===== config.mk =====
export PLATFORM = sky130hd
export DESIGN_NAME = interrupt_sequencer_flat
export DESIGN_NICKNAME = d
export VERILOG_FILES = /design/src/rtl/cpu_pkg.sv /design/src/rtl/interrupt_sequencer_if.sv /design/src/rtl/sync_edge_detect.sv /design/src/rtl/interrupt_sequencer.sv /design/src/flat_wrapper.sv
export SDC_FILE = /design/constraint.sdc
export NUM_CORES = 1
export LEC_CHECK = 0
export BUFFER_PORTS_ARGS = -buffer_cell sky130_fd_sc_hd__clkbuf_2
export CORE_ASPECT_RATIO = 1.25
export CORE_MARGIN = 5
export CORE_UTILIZATION = 30
export DETAILED_ROUTE_END_ITERATION = 12
export MAX_ROUTING_LAYER = met4
export SYNTH_ARGS = -nofsm -noshare
export SYNTH_HDL_FRONTEND = slang
export SYNTH_SLANG_ARGS = --single-unit

===== constraint.sdc =====
create_clock -name clk -period 2.99 [get_ports clk]
set_clock_uncertainty 0.2 [all_clocks]
set_input_delay 0.299 -clock clk [delete_from_list [all_inputs] [get_ports clk]]
set_output_delay 0.299 -clock clk [all_outputs]
set_load 0.01 [all_outputs]

===== src/rtl/cpu_pkg.sv =====
// Shared decode-stage constants and the interrupt sequencer state encoding.
package cpu_pkg;
  localparam logic [5:0] OP_CALL = 6'b100101;
  localparam logic [5:0] OP_RET  = 6'b100110;
  localparam logic [5:0] OP_RETI = 6'b100111;
  localparam logic [5:0] OP_LDM  = 6'b010010;

  localparam logic [1:0] NO_INTERRUPT = 2'b00;
  localparam logic [1:0] PUSH_FLAGS   = 2'b01;
  localparam logic [1:0] PUSH_1       = 2'b10;

  localparam logic [2:0] RETI_IDLE = 3'd0;
  localparam logic [2:0] NOP2_RETI = 3'd5;

  typedef enum logic [2:0] {IDLE, ARM, FIRE, WAIT_PUSH, SERVICE} seq_state_e;

  // Opcodes that start or continue a multi-cycle sequence in decode.
  function automatic logic is_unsafe_op(input logic [5:0] op);
    return (op == OP_CALL) || (op == OP_RET) || (op == OP_RETI) || (op == OP_LDM);
  endfunction
endpackage


===== src/rtl/interrupt_sequencer_if.sv =====
// Control-unit side of the interrupt sequencer: decode status in, interrupt request out.
interface interrupt_sequencer_if #(parameter int PEND_W = 2);
  logic [5:0]        opcode;
  logic [1:0]        inter_state;
  logic [2:0]        ret_state;
  logic [2:0]        reti_state;
  logic              inst_before_call;
  logic              flush;
  logic              interrupt;
  logic              int_busy;
  logic [PEND_W-1:0] pend_cnt;
  logic              ack_err;

  modport master (
    output opcode, inter_state, ret_state, reti_state, inst_before_call, flush,
    input  interrupt, int_busy, pend_cnt, ack_err
  );
  modport slave (
    input  opcode, inter_state, ret_state, reti_state, inst_before_call, flush,
    output interrupt, int_busy, pend_cnt, ack_err
  );
endinterface


===== src/rtl/sync_edge_detect.sv =====
// Multi-flop synchroniser for an asynchronous level, followed by a rising-edge pulse.
module sync_edge_detect #(
  parameter int SYNC_STAGES = 2
) (
  input  logic clk,
  input  logic rst_n,
  input  logic din,
  output logic pulse
);
  logic [SYNC_STAGES-1:0] sync_q;
  logic                   prev_q;

  always_ff @(posedge clk or negedge rst_n) begin
    if (!rst_n) begin
      sync_q <= '0;
      prev_q <= 1'b0;
    end else begin
      sync_q <= {sync_q[SYNC_STAGES-2:0], din};
      prev_q <= sync_q[SYNC_STAGES-1];
    end
  end

  assign pulse = sync_q[SYNC_STAGES-1] & ~prev_q;
endmodule


===== src/rtl/interrupt_sequencer.sv =====
// Queues external interrupt edges, waits for a safe decode slot, fires a one-cycle
// interrupt and tracks the push sequence and handler until RETI completes (no nesting).
module interrupt_sequencer
  import cpu_pkg::*;
#(
  parameter int SYNC_STAGES = 2,
  parameter int PEND_W      = 2,
  parameter int ACK_TIMEOUT = 8
) (
  input  logic clk,
  input  logic rst_n,
  input  logic int_req,
  interrupt_sequencer_if.slave bus
);
  localparam int              TO_W     = $clog2(ACK_TIMEOUT + 1);
  localparam logic [PEND_W:0] PEND_MAX = {1'b0, {PEND_W{1'b1}}};

  seq_state_e        state_q, state_d;
  logic [PEND_W-1:0] pend_q, pend_d;
  logic [PEND_W:0]   pend_sum;
  logic [TO_W-1:0]   to_q, to_d;
  logic              err_q;
  logic              req_edge, safe, timeout, fire;

  sync_edge_detect #(.SYNC_STAGES(SYNC_STAGES)) u_sync (
    .clk   (clk),
    .rst_n (rst_n),
    .din   (int_req),
    .pulse (req_edge)
  );

  assign safe = (bus.inter_state == NO_INTERRUPT) && (bus.ret_state == 3'd0) &&
                (bus.reti_state == RETI_IDLE) && !bus.inst_before_call &&
                !bus.flush && !is_unsafe_op(bus.opcode);

  assign fire = (state_q == FIRE);

  always_comb begin
    state_d = state_q;
    to_d    = to_q;
    timeout = 1'b0;
    case (state_q)
      IDLE:      if (pend_q != '0) state_d = ARM;
      ARM:       if (safe) state_d = FIRE;
      FIRE: begin
        to_d    = '0;
        state_d = WAIT_PUSH;
      end
      WAIT_PUSH: begin
        if (bus.inter_state == PUSH_1) begin
          state_d = SERVICE;
        end else if (to_q == TO_W'(ACK_TIMEOUT - 1)) begin
          // Control unit never took the interrupt: hand the request back to the queue.
          timeout = 1'b1;
          state_d = ARM;
        end else begin
          to_d = to_q + 1'b1;
        end
      end
      SERVICE:   if (bus.reti_state == NOP2_RETI) state_d = (pend_q != '0) ? ARM : IDLE;
      default:   state_d = IDLE;
    endcase
  end

  // Decrement/restore and new edge combine first, then clamp, so a full queue stays full.
  assign pend_sum = {1'b0, pend_q} - {{PEND_W{1'b0}}, fire}
                  + {{PEND_W{1'b0}}, timeout} + {{PEND_W{1'b0}}, req_edge};
  assign pend_d   = (pend_sum > PEND_MAX) ? PEND_MAX[PEND_W-1:0] : pend_sum[PEND_W-1:0];

  always_ff @(posedge clk or negedge rst_n) begin
    if (!rst_n) begin
      state_q <= IDLE;
      pend_q  <= '0;
      to_q    <= '0;
      err_q   <= 1'b0;
    end else begin
      state_q <= state_d;
      pend_q  <= pend_d;
      to_q    <= to_d;
      if (timeout) err_q <= 1'b1;
    end
  end

  assign bus.interrupt = fire;
  assign bus.int_busy  = (state_q == FIRE) || (state_q == WAIT_PUSH) || (state_q == SERVICE);
  assign bus.pend_cnt  = pend_q;
  assign bus.ack_err   = err_q;
endmodule

===== src/flat_wrapper.sv =====
// flat-port wrapper written by rule: the top's interface ports become plain ports
module interrupt_sequencer_flat import cpu_pkg::*;
#(
  parameter int SYNC_STAGES = 2,
  parameter int PEND_W      = 2,
  parameter int ACK_TIMEOUT = 8
)
  (clk, rst_n, int_req, bus_opcode, bus_inter_state, bus_ret_state, bus_reti_state, bus_inst_before_call, bus_flush, bus_interrupt, bus_int_busy, bus_pend_cnt, bus_ack_err);
  interrupt_sequencer_if #(.PEND_W(PEND_W)) bus_i ();
  input  logic clk;
  input  logic rst_n;
  input  logic int_req;
  input wire logic [$bits(bus_i.opcode)-1:0] bus_opcode;
  input wire logic [$bits(bus_i.inter_state)-1:0] bus_inter_state;
  input wire logic [$bits(bus_i.ret_state)-1:0] bus_ret_state;
  input wire logic [$bits(bus_i.reti_state)-1:0] bus_reti_state;
  input wire logic [$bits(bus_i.inst_before_call)-1:0] bus_inst_before_call;
  input wire logic [$bits(bus_i.flush)-1:0] bus_flush;
  output wire logic [$bits(bus_i.interrupt)-1:0] bus_interrupt;
  output wire logic [$bits(bus_i.int_busy)-1:0] bus_int_busy;
  output wire logic [$bits(bus_i.pend_cnt)-1:0] bus_pend_cnt;
  output wire logic [$bits(bus_i.ack_err)-1:0] bus_ack_err;
  assign bus_i.opcode = bus_opcode;
  assign bus_i.inter_state = bus_inter_state;
  assign bus_i.ret_state = bus_ret_state;
  assign bus_i.reti_state = bus_reti_state;
  assign bus_i.inst_before_call = bus_inst_before_call;
  assign bus_i.flush = bus_flush;
  assign bus_interrupt = bus_i.interrupt;
  assign bus_int_busy = bus_i.int_busy;
  assign bus_pend_cnt = bus_i.pend_cnt;
  assign bus_ack_err = bus_i.ack_err;
  interrupt_sequencer #(.SYNC_STAGES(SYNC_STAGES), .PEND_W(PEND_W), .ACK_TIMEOUT(ACK_TIMEOUT)) u_core (.clk(clk), .rst_n(rst_n), .int_req(int_req), .bus(bus_i));
endmodule

==> metrics.txt <==
# TYPE chip_impl_metric gauge
chip_impl_metric{name="final_antenna_diode_count",unit=""} 0
chip_impl_info{name="min_path_type",value="in2reg"} 1
chip_impl_metric{name="synth_area",unit="um2"} 749.5
chip_impl_metric{name="routed_wire_length_per_instance",unit="um"} 10.84
chip_impl_metric{name="dp_hpwl",unit="mm"} 1.208
chip_impl_metric{name="groute.usage.overall",unit="%"} 10.05
chip_impl_metric{name="critical_path_required_time",unit="ns"} 2.96
chip_impl_info{name="end_kind",value="register"} 1
chip_impl_metric{name="grtUsageMet3",unit="%"} 4.289
chip_impl_info{name="reg2reg_from",value="u_core.state_q[2]"} 1
chip_impl_metric{name="depth_of_the_cts_h_tree",unit=""} 1
chip_impl_metric{name="core",unit="um2"} 2427
chip_impl_metric{name="tritoncts_num_sinks",unit=""} 13
chip_impl_metric{name="port_buffers",unit=""} 23
chip_impl_info{name="setup_repair_after_global_routing_missed_its_margin",value="false"} 1
chip_impl_metric{name="post_drt_via_cell_ratio",unit=""} 4.630
chip_impl_metric{name="setup_viol",unit=""} 0
chip_impl_metric{name="final_layout_size_suffix_gt1_share",unit="%"} 30.39
chip_impl_metric{name="timing.critical_path.arrival",unit="ns"} 2.67
chip_impl_metric{name="hold_buffers",unit=""} 2
chip_impl_info{name="status",value="finished clean"} 1
chip_impl_metric{name="synth_fp_nets",unit=""} 97
chip_impl_metric{name="yosys_register_bits",unit=""} 13
chip_impl_metric{name="placement_rows",unit=""} 20
chip_impl_metric{name="syn_to_final_growth",unit="%"} 26.54
chip_impl_metric{name="stdcell_count",unit=""} 135
chip_impl_metric{name="routed-via-count",unit=""} 625
chip_impl_metric{name="max_rail_drop_vdd",unit="mV"} 0.2855
chip_impl_metric{name="hold_viol",unit=""} 0
chip_impl_metric{name="grt_first_pass_wirelength",unit="mm"} 2.511
chip_impl_metric{name="cts_buffers",unit=""} 3
chip_impl_metric{name="post_synth.cell_area_avg",unit="um2"} 10.13
chip_impl_metric{name="postCtsSetupBuffers",unit=""} 0
chip_impl_metric{name="worst-r2r-setup-slack",unit="ns"} 0.29
chip_impl_metric{name="dieWidth",unit="um"} 54.71
chip_impl_info{name="post-synth-top-area-cell",value="sky130_fd_sc_hd__dfrtp_1"} 1
chip_impl_metric{name="maxCapViolCount",unit=""} 0
chip_impl_metric{name="timing.final.crit_period",unit="ns"} 2.702
chip_impl_info{name="cp-startpoint",value="u_core.state_q[2]"} 1
chip_impl_metric{name="worst_slew_margin_rel",unit="%"} 78.10
chip_impl_metric{name="synth_cells",unit=""} 74
chip_impl_metric{name="post-synth-top-area-fraction",unit="%"} 43.41
chip_impl_metric{name="path_clk_slew",unit="ns"} 0.08
chip_impl_info{name="timing.hold.worst.start",value="bus_opcode[3]"} 1
chip_impl_metric{name="initial_utilization",unit="%"} 30.88
chip_impl_metric{name="finalWirelength",unit="mm"} 1.463
chip_impl_metric{name="max_clock_freq",unit="MHz"} 370.1
chip_impl_metric{name="drt_drc_violations_left",unit=""} 0
chip_impl_metric{name="placed_cells_incl_taps",unit=""} 129
chip_impl_metric{name="yosysWarningCount",unit=""} 0
chip_impl_info{name="synth_area_leaders",value="sky130_fd_sc_hd__dfrtp_1 43%, sky130_fd_sc_hd__fa_1 5.3%, sky130_fd_sc_hd__nand3_1 4.0%, sky130_fd_sc_hd__ha_1 3.3%, sky130_fd_sc_hd__nand2b_1 3.3%"} 1
chip_impl_metric{name="timing.final.max_slew_violations",unit=""} 0
chip_impl_metric{name="grt_start_max_net_pins",unit=""} 14
chip_impl_metric{name="synth_seq_area_share",unit="%"} 43.41
chip_impl_metric{name="nets",unit=""} 126
chip_impl_metric{name="detailedRoute.firstPassIterationCount",unit=""} 4
chip_impl_metric{name="power.leakage",unit="nW"} 0.4620
chip_impl_info{name="cts_tree",value="done"} 1
chip_impl_metric{name="worst-slew-pin-transition",unit="ns"} 0.3254
chip_impl_metric{name="io_pins",unit=""} 24
chip_impl_metric{name="totalNegativeSetupSlack",unit="ns"} 0
chip_impl_metric{name="power.density",unit="nW/um2"} 469.4
chip_impl_info{name="clock-root-buffer",value="sky130_fd_sc_hd__clkbuf_4"} 1
chip_impl_metric{name="cts_repair_resize_count",unit=""} 0
chip_impl_metric{name="drtAntennaViolNets",unit=""} 0
chip_impl_metric{name="gp_congestion",unit=""} 0.7501
chip_impl_metric{name="clock_insertion_delay_worst_skew",unit="ns"} 0.28
chip_impl_metric{name="maximum_fanout_encountered_on_the_critical_timing_path",unit=""} 7
chip_impl_metric{name="met2_usage",unit="%"} 15.53
chip_impl_info{name="worst_setup_path_start_kind",value="register"} 1
chip_impl_info{name="timing.setup.critical_path_class",value="reg2reg"} 1
chip_impl_info{name="grt_busiest_layer",value="met2"} 1
chip_impl_metric{name="remaining_global_route_overflow",unit=""} 0
chip_impl_metric{name="die_height",unit="um"} 65.88
chip_impl_metric{name="initialDrtViolationCount",unit=""} 8
chip_impl_metric{name="grtUsageMet1",unit="%"} 10.85
chip_impl_metric{name="clockBufferDepth",unit=""} 2
chip_impl_metric{name="nFillCells",unit=""} 256
chip_impl_metric{name="grt_antenna_before_repair",unit=""} 0
chip_impl_metric{name="post-route-period-util",unit="%"} 90.36
chip_impl_metric{name="number_of_global_route_vias_before_repair",unit=""} 610
chip_impl_metric{name="dieArea",unit="um2"} 3604
chip_impl_metric{name="yosys.cell_types.count",unit=""} 35
[final cells by class]
| cell class | instances | area, um2 | share of cell area (%) |
|---|---|---|---|
| Tap cell | 33 | 41.29 | 4.354 |
| Clock inverter | 1 | 5.005 | 0.5277 |
| Sequential cell | 13 | 325.3 | 34.30 |
| Timing Repair Buffer | 25 | 135.1 | 14.25 |
| Multi-Input combinational cell | 54 | 396.6 | 41.82 |
| Inverter | 6 | 22.52 | 2.375 |
| Clock buffer | 3 | 22.52 | 2.375 |
[cells in the mapped netlist, drive strengths merged]
library cell  count
ha                2
nand4             1
buf               1
or3b              1
o21ai             4
and2              1
nor3              1
and2b             1
nor3b             1
a21oi             4
o2111ai           1
or3               1
fa                2
o22a              1
o22ai             1
a21o              2
nand2             4
or4               1
a41oi             1
nand3             6
dfrtp            13
or2               1
nand2b            4
and3b             1
nor4b             1
or2b              2
nor2              2
o31ai             1
and4              1
xor2              1
nand3b            1
inv               6
nor4              2
o21bai            1
[cells in the final DEF, fill, tap and decap left out, types with 2 or more instances in the layout]
| master | n |
|---|---|
| sky130_fd_sc_hd__nand2b_1 | 4 |
| sky130_fd_sc_hd__a21o_1 | 2 |
| sky130_fd_sc_hd__nand3_1 | 6 |
| sky130_fd_sc_hd__nor2_1 | 2 |
| sky130_fd_sc_hd__ha_1 | 2 |
| sky130_fd_sc_hd__a21oi_1 | 3 |
| sky130_fd_sc_hd__nor4_1 | 2 |
| sky130_fd_sc_hd__clkbuf_4 | 3 |
| sky130_fd_sc_hd__or2b_1 | 2 |
| sky130_fd_sc_hd__fa_1 | 2 |
| sky130_fd_sc_hd__clkbuf_2 | 23 |
| sky130_fd_sc_hd__dlygate4sd3_1 | 2 |
| sky130_fd_sc_hd__inv_1 | 6 |
| sky130_fd_sc_hd__o21ai_0 | 4 |
| sky130_fd_sc_hd__dfrtp_1 | 13 |
| sky130_fd_sc_hd__nand2_1 | 4 |
[stage by stage]
stage	hold WS [ns]	utilization, %	worst slack, ns	cell area (um2)	power (mW)
final	0.08481	39.07	0.2882	948.4	0.4452
after global placement	0.01194	37.11	0.3533	900.9	0.3390
after CTS	0.07740	39.07	0.2771	948.4	0.4566
after detailed placement	0.01271	37.11	0.3027	900.9	0.3425
after floorplan	-0.1966	-	0.3990	749.5	0.3008
after global routing	0.07403	39.07	0.1560	948.4	0.4891
[worst max-delay path, stage by stage (launching register included)]
cell and delay [ns]:
sky130_fd_sc_hd__dfrtp_1 0.42, sky130_fd_sc_hd__and2b_2 0.29, sky130_fd_sc_hd__or2b_1 0.22, sky130_fd_sc_hd__inv_1 0.09, sky130_fd_sc_hd__ha_1 0.28, sky130_fd_sc_hd__inv_1 0.04
sky130_fd_sc_hd__fa_1 0.38, sky130_fd_sc_hd__fa_1 0.39, sky130_fd_sc_hd__xor2_1 0.20, sky130_fd_sc_hd__nand2b_1 0.08
[routing by layer]
metal	wire length (um)	vias to the layer above	share of wire (%)
li1	-	324	-
met1	603	280	41
met2	707	17	48
met3	133	4	9.1
met4	19	0	1.3
met5	0	-	0
[power by group]
group / switching, mW / total (mW) / internal [mW] / leakage (nW)
Clock: 0.0577 / 0.107 / 0.0496 / 0.0177
Sequential: 0.0344 / 0.235 / 0.201 / 0.161
Combinational: 0.0510 / 0.102 / 0.0514 / 0.283
[flip-flops by register name, summed over array words and instances (netlist names)]
name,count
u_core.to_q,4
u_core.u_sync.sync_q,2
u_core.bus.pend_cnt,2
u_core.state_q,3
u_core.bus.ack_err,1
u_core.u_sync.prev_q,1
[logic make-up (layout without fill, tap and decap cells)]
family	count (synthesis)	in the layout	synth area share (%)
buffers and inverters	7	35	3.672
AO/OA/AOI/OAI	16	16	14.19
XOR/XNOR	1	1	1.169
flip-flops	13	13	43.41
adder cells (fa/ha/maj)	4	4	8.681
AND/OR/NAND/NOR	33	33	28.88
[worst paths after layout]
kind	to	cells after the start
hold / removal	u_core.state_q[0]	3
setup reg to reg	u_core.bus.pend_cnt[0]	9
setup / recovery	u_core.bus.pend_cnt[0]	9
max in group asynchronous	u_core.to_q[1]	2
min in group asynchronous	u_core.state_q[1]	2
hold reg to reg	u_core.u_sync.sync_q[1]	0
(Power assumes the default switching activity.)
